--- config.mk ---
export PLATFORM = sky130hd
export DESIGN_NAME = tc_scan_scheduler
export DESIGN_NICKNAME = d
export VERILOG_FILES = /design/src/rtl/tc_pkg.sv /design/src/rtl/tc_frame_decode.sv /design/src/rtl/tc_scan_scheduler.sv
export SDC_FILE = /design/constraint.sdc
export NUM_CORES = 1
export LEC_CHECK = 0
export ABC_AREA = 1
export CAP_MARGIN = 25
export CORE_MARGIN = 4
export CORE_UTILIZATION = 40
export CTS_BUF_LIST = sky130_fd_sc_hd__clkbuf_16
export CTS_CLUSTER_DIAMETER = 100
export CTS_CLUSTER_SIZE = 16
export DETAILED_ROUTE_END_ITERATION = 7
export PLACE_DENSITY = 0.67
export SLEW_MARGIN = 20
export SYNTH_ARGS = -nofsm -noshare
export SYNTH_HDL_FRONTEND = slang
export SYNTH_SLANG_ARGS = --single-unit
--- constraint.sdc ---
create_clock -name clk -period 2.8 [get_ports clk]
set_input_delay 0.56 -clock clk [delete_from_list [all_inputs] [get_ports clk]]
set_output_delay 0.56 -clock clk [all_outputs]
set_load 0.05 [all_outputs]
--- src/rtl/tc_pkg.sv ---
// Shared definitions for the thermocouple scan scheduler: FSM state
// encoding, 32-bit frame field positions and the fault_bits codes.
package tc_pkg;

    typedef enum logic [2:0] {
        ST_IDLE = 3'd0,
        ST_CONV = 3'd1,
        ST_REQ  = 3'd2,
        ST_XFER = 3'd3,
        ST_CAPT = 3'd4,
        ST_GAP  = 3'd5
    } state_t;

    localparam int unsigned CNT_W     = 16;

    localparam int unsigned FRAME_W   = 32;
    localparam int unsigned TC_MSB    = 31;
    localparam int unsigned TC_LSB    = 18;
    localparam int unsigned FAULT_BIT = 16;
    localparam int unsigned JT_MSB    = 15;
    localparam int unsigned JT_LSB    = 4;
    localparam int unsigned FLT_MSB   = 2;
    localparam int unsigned FLT_LSB   = 0;

    localparam int unsigned TC_W      = TC_MSB - TC_LSB + 1;
    localparam int unsigned JT_W      = JT_MSB - JT_LSB + 1;
    localparam int unsigned FB_W      = 4;

    // fault_bits = {frame fault flag, open/short-gnd/short-vcc}; the
    // timeout code sets only the MSB with the detail bits clear.
    localparam logic [FB_W-1:0] FB_TIMEOUT = 4'b1000;

endpackage

--- src/rtl/tc_frame_decode.sv ---
// Combinational field extraction from one 32-bit thermocouple frame.
import tc_pkg::*;

module tc_frame_decode (
    input  logic [FRAME_W-1:0] frame,
    output logic [TC_W-1:0]    tc_temp,
    output logic [JT_W-1:0]    junction_temp,
    output logic [FB_W-1:0]    fault_bits,
    output logic               any_fault
);

    // Slice temperature and fault fields out of the raw frame
    always_comb begin
        tc_temp       = frame[TC_MSB:TC_LSB];
        junction_temp = frame[JT_MSB:JT_LSB];
        fault_bits    = {frame[FAULT_BIT], frame[FLT_MSB:FLT_LSB]};
        any_fault     = |fault_bits;
    end

    // Reserved frame bits are intentionally ignored
    logic unused_frame_bits;
    assign unused_frame_bits = ^{frame[17], frame[3]};

endmodule

--- src/rtl/tc_scan_scheduler.sv ---
// Round-robin scan scheduler for NUM_CH thermocouple converters sharing
// one SPI master. Optional feature: define TC_SCAN_TIMEOUT_EN to abandon
// a read that does not complete within TIMEOUT_CYCLES clocks.
import tc_pkg::*;

module tc_scan_scheduler #(
    parameter int unsigned NUM_CH         = 4,
    parameter int unsigned CONV_CYCLES    = 18000,
    parameter int unsigned GAP_CYCLES     = 6000,
    parameter int unsigned TIMEOUT_CYCLES = 255
) (
    input  logic              clk,
    input  logic              rst,
    input  logic              scan_en,
    input  logic              spi_not_busy,
    input  logic [31:0]       spi_rx_data,
    output logic              spi_ena,
    output logic [NUM_CH-1:0] cs_n,
    output logic [2:0]        ch_idx,
    output logic [13:0]       tc_temp_data,
    output logic [11:0]       junction_temp_data,
    output logic [3:0]        fault_bits,
    output logic              data_valid,
    output logic [NUM_CH-1:0] fault_map
);

    localparam logic [CNT_W-1:0] CONV_LAST = CNT_W'(CONV_CYCLES - 1);
    localparam logic [CNT_W-1:0] GAP_LAST  = CNT_W'(GAP_CYCLES - 1);
    localparam logic [CNT_W-1:0] TMO_LAST  = CNT_W'(TIMEOUT_CYCLES - 1);

    state_t             state;
    logic [CNT_W-1:0]   cnt;
    logic [2:0]         ch;
    logic [2:0]         ch_nxt;
    logic [NUM_CH-1:0]  ch_mask;
    logic [NUM_CH-1:0]  sel_first;
    logic [NUM_CH-1:0]  sel_next;

    logic [TC_W-1:0]    dec_tc;
    logic [JT_W-1:0]    dec_jt;
    logic [FB_W-1:0]    dec_fb;
    logic               dec_any;

    tc_frame_decode u_decode (
        .frame         (spi_rx_data),
        .tc_temp       (dec_tc),
        .junction_temp (dec_jt),
        .fault_bits    (dec_fb),
        .any_fault     (dec_any)
    );

    // Next channel (wrapping) and the active-low selects derived from it
    always_comb begin
        ch_nxt    = (ch == 3'(NUM_CH - 1)) ? 3'd0 : ch + 3'd1;
        ch_mask   = NUM_CH'(1) << ch;
        sel_first = ~NUM_CH'(1);
        sel_next  = ~(NUM_CH'(1) << ch_nxt);
    end

`ifndef TC_SCAN_TIMEOUT_EN
    logic unused_tmo;
    assign unused_tmo = ^TMO_LAST;
`endif

    // Scan FSM with registered SPI control, chip selects and result outputs.
    // Outputs belonging to a state are loaded on the edge that enters it, so
    // the CAPT results are loaded on the XFER->CAPT edge and are visible
    // during CAPT, one clock after spi_not_busy returns.
    always_ff @(posedge clk or posedge rst) begin
        if (rst) begin
            state              <= ST_IDLE;
            cnt                <= '0;
            ch                 <= '0;
            spi_ena            <= 1'b0;
            cs_n               <= '1;
            ch_idx             <= '0;
            tc_temp_data       <= '0;
            junction_temp_data <= '0;
            fault_bits         <= '0;
            data_valid         <= 1'b0;
            fault_map          <= '0;
        end else begin
            data_valid <= 1'b0;
`ifdef TC_SCAN_TIMEOUT_EN
            if ((state == ST_REQ || state == ST_XFER) && cnt == TMO_LAST) begin
                spi_ena    <= 1'b0;
                cs_n       <= '1;
                fault_bits <= FB_TIMEOUT;
                fault_map  <= fault_map | ch_mask;
                ch_idx     <= ch;
                data_valid <= 1'b1;
                cnt        <= '0;
                state      <= ST_GAP;
            end else begin
                if (state == ST_REQ || state == ST_XFER)
                    cnt <= cnt + 1'b1;
`endif
                case (state)
                    ST_IDLE: begin
                        spi_ena <= 1'b0;
                        cs_n    <= '1;
                        cnt     <= '0;
                        if (scan_en)
                            state <= ST_CONV;
                    end
                    ST_CONV: begin
                        if (!scan_en) begin
                            state <= ST_IDLE;
                        end else if (cnt == CONV_LAST) begin
                            ch      <= '0;
                            cs_n    <= sel_first;
                            spi_ena <= 1'b1;
                            cnt     <= '0;
                            state   <= ST_REQ;
                        end else begin
                            cnt <= cnt + 1'b1;
                        end
                    end
                    ST_REQ: begin
                        if (!spi_not_busy) begin
                            spi_ena <= 1'b0;
                            state   <= ST_XFER;
                        end else begin
                            spi_ena <= 1'b1;
                        end
                    end
                    ST_XFER: begin
                        if (spi_not_busy) begin
                            tc_temp_data       <= dec_tc;
                            junction_temp_data <= dec_jt;
                            fault_bits         <= dec_fb;
                            fault_map          <= dec_any ? (fault_map | ch_mask)
                                                          : (fault_map & ~ch_mask);
                            ch_idx             <= ch;
                            data_valid         <= 1'b1;
                            cs_n               <= '1;
                            state              <= ST_CAPT;
                        end
                    end
                    ST_CAPT: begin
                        cnt   <= '0;
                        state <= ST_GAP;
                    end
                    ST_GAP: begin
                        if (!scan_en) begin
                            state <= ST_IDLE;
                        end else if (cnt == GAP_LAST) begin
                            ch      <= ch_nxt;
                            cs_n    <= sel_next;
                            spi_ena <= 1'b1;
                            cnt     <= '0;
                            state   <= ST_REQ;
                        end else begin
                            cnt <= cnt + 1'b1;
                        end
                    end
                    default: begin
                        spi_ena <= 1'b0;
                        cs_n    <= '1;
                        cnt     <= '0;
                        state   <= ST_IDLE;
                    end
                endcase
`ifdef TC_SCAN_TIMEOUT_EN
            end
`endif
        end
    end

endmodule

**Word level (Yosys, flattened, before mapping)**

Index checks and enable logic that the tools add are counted.

- Flip-flop bits (word level): 65
- Input bits: 36
- Output and inout bits: 43
- Logic and storage cells: 84

- Multiplexer cells: 33
- Reduce and logical (&&, ||, !) cells: 12
- $add $sub $neg: 2
- Shifts and indexed selects: 2
- Bitwise gates (word level): 7
- Equality and inequality tests: 17

Operators by type and width:

| operator | number |
|---|---|
| two-way mux 16 bit | 4 |
| one-hot mux 16 bit (3 select lines) | 1 |
| two-way mux 3 bit | 12 |
| two-way mux 4 bit | 6 |
| one-hot mux 3 bit (6 select lines) | 1 |
| adder 16 x 1 -> 16 bit (second input constant) | 1 |
| == test 16 x 13 -> 1 bit (second input constant) | 1 |
| == test 16 x 15 -> 1 bit (second input constant) | 1 |
| one-hot mux 4 bit (4 select lines) | 1 |
| AND reduction 5 bit | 3 |
| inequality test 2 bit (second input constant) | 7 |
| == test 3 x 2 -> 1 bit (second input constant) | 3 |
| NOT 4 bit | 2 |
| left shift 1 x 3 -> 4 bit (first input constant) | 2 |
| == test 3 bit (second input constant) | 2 |
| two-way mux 1 bit | 6 |
| inequality test 3 bit (second input constant) | 2 |
| one-hot mux 3 bit (2 select lines) | 1 |
| AND reduction 6 bit | 1 |
| OR reduction 2 bit | 3 |
| bitwise AND 4 bit | 1 |
| bitwise OR 4 bit | 1 |
| one-hot mux 1 bit (4 select lines) | 1 |
| OR reduction 4 bit | 1 |
| 7 further kinds | 9 |

**Longest topological paths before layout**

Gate-level depths: netlist (run 1).

- Depth in word-level cells: 7
- Depth in mapped cells: 11
- Depth with buffers taken out: 11

**By module**

Synthesis (run 1) repeated with hierarchy kept, for this count alone.

- Cells, all modules: 450
- Area, all modules: 3495.9 µm²

By module, submodules not included:

| module | times used | area an instance (µm²) | cells each | sequential area each (µm²) |
|---|---|---|---|---|
| tc_scan_scheduler | 1 | 3259.4 | 417 | 1631.6 |
| tc_frame_decode | 1 | 236.5 | 33 | 0.0 |

**Worst setup path after synthesis (run 1)**

OpenSTA, ideal clock, no wires.

- Path type: register -> register
- Start: register cnt[0]
- End: register cnt[12]
- Data arrival time: 1300 ps
- Library setup time: 119 ps
- Stages on the path, launching flop included: 8
- Setup slack: 1381 ps
- Cells stage by stage: dfrtp_1 > ha_1 > nand3_1 > nor2_1 > nand2_1 > nor2_1 > xor2_1 > o21ai_2

- Longest elaborated chain between the ends: 4
- Elaborated cells between the ends (all ways): 8

Ends and longest elaborated chain:

| element | RTL line | text |
|---|---|---|
| start: declaration | tc_scan_scheduler.sv:32 | `logic [CNT_W-1:0] cnt;` |
| start signal: assignment | tc_scan_scheduler.sv:116 | `cnt <= cnt + 1'b1;` |
| start signal: assignment | tc_scan_scheduler.sv:154 | `cnt <= cnt + 1'b1;` |
| adder 16 x 1 -> 16 bit (tied with other cells) | tc_scan_scheduler.sv:116, tc_scan_scheduler.sv:154 |  |
| two-way mux 16 bit (on tied branches) | tc_scan_scheduler.sv:147, tc_scan_scheduler.sv:109 |  |
| two-way mux 16 bit (on tied branches) | tc_scan_scheduler.sv:145, tc_scan_scheduler.sv:107 |  |
| one-hot mux 16 bit (3 select lines) * | tc_scan_scheduler.sv:98 | `case (state)` |

Mark *: on every way between the ends. The rest lies on a longest branch, timed or not. The select of a mux whose other input is x is not followed.
A chain may end at the register's enable or synchronous reset.

**Final worst setup path (run 1)**

- Start: register cs_n[2]
- End: output cs_n[2]

RTL lines:

| element | RTL line | text |
|---|---|---|
| start: declaration | tc_scan_scheduler.sv:18 | `output logic [NUM_CH-1:0] cs_n,` |
| start signal: assignment | tc_scan_scheduler.sv:111 | `cs_n <= sel_first;` |
| start signal: assignment | tc_scan_scheduler.sv:149 | `cs_n <= sel_next;` |

No word-level cell between the ends.

==> flow_summary.yaml, run 1 <==
run_status:
  status: "completed"
floorplanning:
  initial_core_util_pct: 41.3
  core_region_area_um2: 7770
  die_height_um: 97.6
  die_w_um: 97.6
  die_area_um2: 9520
  io_pins: 79
  fp-row-count: 32
power:
  power-per-cell-area_nw_per_um2: 1160
  switching_power_mw: 2.32
  cellLeakagePower_nw: 2.09
  peak_vdd_ir_mv: 0.512
  pwr-share-seq_pct: 29.0
  p_int_mw: 2.71
  share_of_total_power_in_the_clock_network_pct: 21.3
  total_power_mw: 5.03
  power.share.combinational_pct: 49.7
  power_switching_share_pct: 46.1
critical_path:
  cp_cell_sequence: "clkdlybuf4s50_1"
  cp-start-kind: "flip-flop"
  cp.depth: 1
  slowest_stage: "clkdlybuf4s50_1"
  timing.critical_path.to_type: "primary output"
  cp.required_ps: 2240
  path_depth_of_the_worst_reg2reg_path: 7
  critPathBufInv: 1
  critical_path.top_delay_family: "buffers and inverters"
  timing.critical_path.slowest_cell_delay_ps: 810
  crit_fanout: 2
  path_class: "reg2out"
  timing.critical_path.arrival_ps: 1660
logic_synthesis:
  average_cell_area_after_synthesis_um2: 7.81
  synth_enable_flop_cells: 0
  postSynthNetCount: 452
  synthesis.yosys.warnings: 0
  post_synth_num_cell_types: 31
  synth_ff_type: "dfrtp_1"
  synth-seq-area-share_pct: 50.8
  post_synthesis_instance_area_um2: 3210
  postSynth.asyncResetShare_pct: 100
  syn-instance-count: 411
  post_synthesis_sequential_element_count: 65
clock_tree:
  cts-root-to-sink-buffers: 2
  clockRootBuffer: "clkbuf_16"
  tritoncts_num_sinks: 65
  cts_tree: "built"
  worst_setup_hold_path_clk_slew_ps: 50
  tritoncts.num_buffers: 9
  cts_htree_levels: 3
  post-cts-setup-buffer-count: 0
  clkLatencyLatePin_ps: 320
  post_cts_resize_count: 0
  post_cts_hold_buffer_count: 0
timing:
  final_period_minus_worst_setup_slack_ps: 2220
  timing.max_slew.rel_slack_pct: 56.5
  setup_viol_count_final: 0
  final-hold-violation-count: 0
  achievable_clock_frequency_ghz: 0.451
  timing_max_transition_violations_final: 0
  setup_total_negative_slack_ps: 0
  fin_worst_skew_ps: 4.60
  grt_setup_unrepaired: "false"
  fin_crit_sh_pct: 79.2
  worstMarginPinSlew_ps: 651
drt:
  first_pass_iters: 4
  postRouteWirelength_um: 7600
  detailedRoute.firstIterationViolations: 99
  avgRoutedWirePerCell_um: 12.7
  drtAntennaViolNets: 0
  post_drt_via_cell_ratio: 4.79
  via_count: 2855
  drt_drc_violations_left: 0
layout:
  multi_input_area_um2: 1380
  final_net_count: 531
  post_layout_nonfiller_instances: 596
  antennaDiodeCount: 0
  area_delta_synth_final_pct: 35.6
  fill_cells: 729
  fraction_of_layout_instances_using_a_drive_strength_above_1_pct: 9.51
  sequential_cell_area_um2: 1630
place:
  place_congestion: 0.895
  buffer_ports.inserted: 76
  place.detailed.hpwl_um: 5470
  place.detailed.instances: 581
global_routing:
  first_pass_grt_wire_length_um: 13300
  first_global_vias: 2752
  antenna_found_initial: 0
  grt_remaining_overflow: 0
  grt_max_degree: 66
  grt_use_total_pct: 16.9
worst_hold_path:
  worstHoldPathType: "reg2reg"
  min_delay_path_depth: 2
run:
  max_cap_violations: 0
==> worst paths after layout <==
check,slack (ps),to,startpoint
max,580,cs_n[2],cs_n[2]
min,460,cs_n[3],cs_n[3]
max reg2reg,1090,cnt[12],cnt[0]
min reg2reg,460,cs_n[3],cs_n[3]
max in group asynchronous,1870,cs_n[1],rst
min in group asynchronous,630,state[2],rst
==> synthesized netlist by cell type, drive strengths merged (2+ instances only) <==
cell type	n	area share, %
dfstp	4	3.3
clkbuf	2	0.23
xor2	6	1.6
nand4	7	1.4
o22ai	4	1.2
nand3	30	4.8
nor3	2	0.31
dfrtp	61	48
ha	5	1.9
o21ai	14	2.4
nor2	43	5.9
buf	8	1.6
nand2	180	22
inv	37	4.4
a21oi	4	0.62
==> cell usage in the layout, fill, tap and decap left out, drive strengths merged <==
master and instances:
clkbuf 9, clkinv 2, nand3 30, nor4 1
nand2 180, o21ai 14, clkinvlp 3, ha 5
dfstp 4, nor3 2, a41oi 1, o2111ai 1
nor2 43, o21bai 1, xor2 6, o22ai 4
dfrtp 61, inv 37, clkdlybuf4s50 76, a21oi 4
nand4 7, bufinv 1, buf 2
==> registers in the layout (all words and copies together) (netlist names), named ones only <==
| signal | count |
|---|---|
| cnt | 16 |
| state | 3 |
| fault_bits | 4 |
| tc_temp_data | 14 |
| ch | 3 |
| ch_idx | 3 |
| cs_n | 4 |
| spi_ena | 1 |
| junction_temp_data | 12 |
| data_valid | 1 |
==> logic make-up after synthesis <==
| group | count (synthesis) | share of synthesized area, % |
|---|---|---|
| AND/OR/NAND/NOR | 263 | 34.3 |
| flip-flops | 65 | 50.8 |
| buffers and inverters | 47 | 6.24 |
| AO/OA/AOI/OAI | 25 | 4.99 |
| XOR/XNOR | 6 | 1.64 |
| adder cells (fa/ha/maj) | 5 | 1.95 |
==> power by group through the flow <==
stage | logic [mW] | registers, mW | clock network, mW
global placement | 2.49 | 1.46 | 0
floorplan | 0.819 | 2.38 | 0
detailed placement | 2.52 | 1.48 | 0
CTS | 2.52 | 1.46 | 1.10
global route | 2.68 | 1.50 | 1.14
finish | 2.50 | 1.46 | 1.07
==> final cells by class <==
class                      count  area share [%]
clock buffer                   9            5.18
clock inverter                 6            1.38
inverter                      37            3.25
multi-input combinational    299            31.7
sequential                    65            37.5
tap                          102            2.93
timing repair buffer          78            18.1
==> per-layer routing <==
metal	track usage (%)	up-vias	share of wire, %
li1	-	1447	-
met4	4.90	0	0.50
met2	27.4	85	47
met3	4.59	4	5.6
met5	0	-	0
met1	22.3	1319	47
==> per-stage QoR <==
stage	util (%)	setup slack (ps)	area (µm²)	hold slack [ps]
floorplan	-	620	3210	464
global placement	52.4	614	4070	453
detailed placement	52.4	578	4070	456
CTS	56.0	567	4350	466
global route	56.0	539	4350	484
finish	56.0	583	4350	464
(Power assumes the default switching activity.)
==> inputs of run 2 (changes only) <==
Clock period 2.8 ns to 2.2 ns, I/O delays scaled along.
==> run 2 against run 1 <==
First-iteration DRC count increased by 23%. Register-to-register slack worse by 620 ps. Cell area grew 1.8%. Cell count rose by 1.0%. Clock power increased by 38%. Hold slack worse by 49 ps. Sequential share of layout area shrank 0.65 points. Clock-buffer cell count did not move. Worst setup slack worse by 490 ps. Via count decreased by 1.3%. Die area unchanged. Clock skew shrank 1.9 ps. Critical path type unchanged.
==> flow_summary.yaml, run 2 (synthesis results as in run 1) <==
run_status:
  status: "completed"
clock_tree:
  tritoncts.num_buffers: 9
  cts-root-to-sink-buffers: 2
  post_cts_resize_count: 0
  post_cts_hold_buffer_count: 0
  clockRootBuffer: "clkbuf_16"
  cts_htree_levels: 3
  tritoncts_num_sinks: 65
  worst_setup_hold_path_clk_slew_ps: 50
  clkLatencyLatePin_ps: 320
  cts_tree: "built"
  post-cts-setup-buffer-count: 0
place:
  place_congestion: 0.904
  place.detailed.hpwl_um: 5840
  buffer_ports.inserted: 76
  placed_cell_area_um2: 4120
timing:
  final-hold-violation-count: 0
  achievable_clock_frequency_ghz: 0.474
  timing_max_transition_violations_final: 0
  timing.max_slew.rel_slack_pct: 57.5
  grt_setup_unrepaired: "false"
  final_period_minus_worst_setup_slack_ps: 2110
  setup_total_negative_slack_ps: 0
  fin_crit_sh_pct: 95.8
  setup_viol_count_final: 0
  fin_worst_skew_ps: 2.66
  worstMarginPinSlew_ps: 636
drt:
  first_pass_iters: 4
  postRouteWirelength_um: 7790
  via_count: 2818
  post_drt_via_cell_ratio: 4.68
  detailedRoute.firstIterationViolations: 122
  avgRoutedWirePerCell_um: 12.9
  drtAntennaViolNets: 0
  drt_drc_violations_left: 0
layout:
  fraction_of_layout_instances_using_a_drive_strength_above_1_pct: 10.4
  final_net_count: 536
  area_delta_synth_final_pct: 38.0
  most_common_cell_after_layout_fill_and_taps_aside: "nand2_1"
  top_register: "cnt"
  layout_top_registers: "cnt (16), tc_temp_data (14), junction_temp_data (12)"
  antennaDiodeCount: 0
  largest_register_ffs: 16
  highest_count_cells_in_the_layout_ignoring_fill_and_taps: "173 x nand2_1, 76 x clkdlybuf4s50_1, 61 x dfrtp_1, 34 x nor2_1, 31 x inv_1"
  fin_area_um2: 4430
worst_hold_path:
  worstHoldPathType: "in2async"
run:
  max_cap_violations: 0
power:
  power-per-cell-area_nw_per_um2: 1490
  cellLeakagePower_nw: 2.14
  peak_vdd_ir_mv: 0.783
global_routing:
  first_pass_grt_wire_length_um: 13200
  grt_max_degree: 40
  grt_remaining_overflow: 0
  grt_use_total_pct: 17.1
  antenna_found_initial: 0
  first_global_vias: 2759
critical_path:
  slowest_stage: "clkdlybuf4s50_1"
  timing.critical_path.slowest_cell_delay_ps: 810
  cp_cell_sequence: "clkdlybuf4s50_1"
  cp.required_ps: 1760
  timing.critical_path.arrival_ps: 1670
  path_class: "reg2out"
  crit_fanout: 2
  cp-start-kind: "flip-flop"
  critPathBufInv: 1
  timing.critical_path.to_type: "primary output"
  critical_path.top_delay_family: "buffers and inverters"
floorplanning:
  initial_core_util_pct: 41.3
  die_height_um: 97.6
  core_region_area_um2: 7770
  fp-row-count: 32
  die_w_um: 97.6
  io_pins: 79
  die_area_um2: 9520
-- run 2: changes by cell type in the layout (fill, tap and decap cells not counted), sizes merged --
cell | previous run | this run
bufinv | 1 | 2
inv | 37 | 38
buf | 2 | 7
clkinvlp | 3 | 2
-- run 2: final cells by class --
type / count / area (µm²)
fillers: 696 / 3340
flip-flops and latches: 65 / 1630
inverters: 37 / 141
clock inverters: 7 / 86.3
clock buffers: 9 / 225
repair buffers: 83 / 838
multi-input cells: 299 / 1380
well taps: 102 / 128
-- run 2: through the flow --
stage	setup WS [ps]	total power, mW	util, %	instances	hold WS [ps]
CTS	78.2	6.65	57.0	602	415
detailed placement	256	5.14	53.0	586	458
global placement	294	5.09	53.0	586	454
finish	91.8	6.58	57.0	602	415
global route	60.1	6.94	57.0	602	437
floorplan	140	4.07	-	411	464
-- run 2: worst paths after layout --
path / to / start / slack [ps] / cells after the start
setup / recovery: cs_n[2] / cs_n[2] / 90 / 1
hold / removal: spi_ena / rst / 420 / 2
setup reg to reg: state[1] / cnt[1] / 470 / 10
hold reg to reg: junction_temp_data[6] / junction_temp_data[6] / 470 / 2
max in group asynchronous: cs_n[3] / rst / 1230 / 3
min in group clk: junction_temp_data[6] / junction_temp_data[6] / 470 / 2
-- run 2: per-layer routing --
metal  wire [µm]  up-vias  GRT usage, %
met1        3740     1273          22.5
met4         172        0          7.77
met3         350       13          4.02
met5           0        -             0
li1            -     1455             -
met2        3530       77          26.8
-- run 2: power breakdown --
group | switching, mW | internal [mW]
sequential | 0.239 | 1.62
combinational | 2.23 | 1.01
clock | 0.498 | 0.978
total | 2.97 | 3.60
==> inputs of run 3 (changes only) <==
Settings changed: CELL_PAD_IN_SITES_DETAIL_PLACEMENT set to 1, CELL_PAD_IN_SITES_GLOBAL_PLACEMENT set to 2, CORE_UTILIZATION 40 to 28, PLACE_DENSITY 0.67 to not set, PLACE_DENSITY_LB_ADDON set to 0.1.
==> run 3 against run 2 <==
Flip-flop and latch count unchanged. Total power decreased by 0.60%. First-iteration DRC count increased by 36%.
==> flow_summary.yaml, run 3 (synthesis results as in run 1) <==
power:
  cellLeakagePower_nw: 2.12
  power-per-cell-area_nw_per_um2: 1470
  peak_vdd_ir_mv: 0.630
  total_power_mw: 6.54
critical_path:
  cp-start-kind: "flip-flop"
  critPathBufInv: 1
  path_class: "reg2out"
  worst_reg2reg_startpoint: "cnt[0]"
  timing.critical_path.slowest_cell_delay_ps: 800
  timing.critical_path.arrival_ps: 1660
  critical_path.top_delay_family: "buffers and inverters"
  timing.critical_path.from: "cs_n[2]"
  crit_fanout: 2
  rrSetupSlack_ps: 400
  cp.required_ps: 1760
  timing.critical_path.to_type: "primary output"
  slowest_stage: "clkdlybuf4s50_1"
  cp_cell_sequence: "clkdlybuf4s50_1"
floorplanning:
  io_pins: 79
  fp-row-count: 38
  core_region_area_um2: 11000
  die_w_um: 115
  initial_core_util_pct: 29.1
  die_height_um: 115
  die_area_um2: 13200
drt:
  avgRoutedWirePerCell_um: 14.1
  drtAntennaViolNets: 0
  via_count: 2859
  first_pass_iters: 4
  detailedRoute.firstIterationViolations: 166
  post_drt_via_cell_ratio: 4.47
  postRouteWirelength_um: 9000
  drt_drc_violations_left: 0
timing:
  setup_viol_count_final: 0
  grt_setup_unrepaired: "false"
  setup_total_negative_slack_ps: 0
  final_period_minus_worst_setup_slack_ps: 2100
  worstMarginPinSlew_ps: 681
  timing_max_transition_violations_final: 0
  fin_worst_skew_ps: 5.39
  final.setup.worst_slack_ps: 100
  achievable_clock_frequency_ghz: 0.476
  fin_crit_sh_pct: 95.4
  timing.max_slew.rel_slack_pct: 54.5
  final-hold-violation-count: 0
  timing.hold.ws_ps: 469
global_routing:
  grt_max_degree: 66
  met3_usage_pct: 3.95
  first_global_vias: 2975
  first_pass_grt_wire_length_um: 15200
  global_route.peak_usage_layer: "met2"
  grt.met2_usage_pct: 22.6
  groute.layer.met1.usage_pct: 20.2
  antenna_found_initial: 0
  grt_use_total_pct: 14.6
  grt_remaining_overflow: 0
clock_tree:
  clockRootBuffer: "clkbuf_16"
  clkLatencyLatePin_ps: 330
  post-cts-setup-buffer-count: 0
  post_cts_resize_count: 0
  cts-root-to-sink-buffers: 2
  tritoncts.num_buffers: 9
  worst_setup_hold_path_clk_slew_ps: 50
  tritoncts_num_sinks: 65
  post_cts_hold_buffer_count: 0
  cts_tree: "built"
  cts_htree_levels: 3
layout:
  antennaDiodeCount: 0
  layout_top_registers: "cnt (16), tc_temp_data (14), junction_temp_data (12)"
  largest_register_ffs: 16
  final_net_count: 535
  highest_count_cells_in_the_layout_ignoring_fill_and_taps: "173 x nand2_1, 76 x clkdlybuf4s50_1, 61 x dfrtp_1, 34 x nor2_1, 31 x inv_1"
  fraction_of_layout_instances_using_a_drive_strength_above_1_pct: 10.4
  most_common_cell_after_layout_fill_and_taps_aside: "nand2_1"
  post_layout_nonfiller_instances: 639
  finalCoreUtilization_pct: 40.3
  fin_area_um2: 4440
  top_register: "cnt"
  area_delta_synth_final_pct: 38.5
place:
  place_congestion: 0.737
  placed_cell_area_um2: 4160
  place.detailed.instances: 623
  place_ws_ps: 65.9
  buffer_ports.inserted: 76
  place.detailed.hpwl_um: 6480
worst_hold_path:
  min-delay-start: "tc_temp_data[5]"
  worstHoldPathType: "reg2reg"
run_status:
  status: "completed"
run:
  max_cap_violations: 0
run 3: where the power goes:
part | switching, mW | leakage [nW] | internal, mW
registers | 0.243 | 0.835 | 1.62
logic | 2.25 | 1.15 | 1.02
clock network | 0.541 | 0.140 | 0.864
run 3: final timing paths:
| check | to | depth (start not counted) |
|---|---|---|
| worst max-delay path | cs_n[2] | 1 |
| worst min-delay path | tc_temp_data[5] | 2 |
| worst max register to register | state[1] | 10 |
| worst min register to register | tc_temp_data[5] | 2 |
| max in group asynchronous | cs_n[3] | 3 |
| min in group asynchronous | cnt[7] | 3 |
run 3: routing by layer:
layer | part of all wire, % | up-vias
li1 | - | 1453
met1 | 50 | 1335
met2 | 44 | 63
met3 | 5.0 | 8
met4 | 1.1 | 0
met5 | 0 | -
run 3: final cells by class:
type / instances / area [µm²]
repair buffers: 82 / 831
fillers: 1344 / 6590
flip-flops and latches: 65 / 1630
multi-input cells: 299 / 1380
inverters: 37 / 141
clock buffers: 9 / 225
clock inverters: 7 / 62.6
well taps: 140 / 175
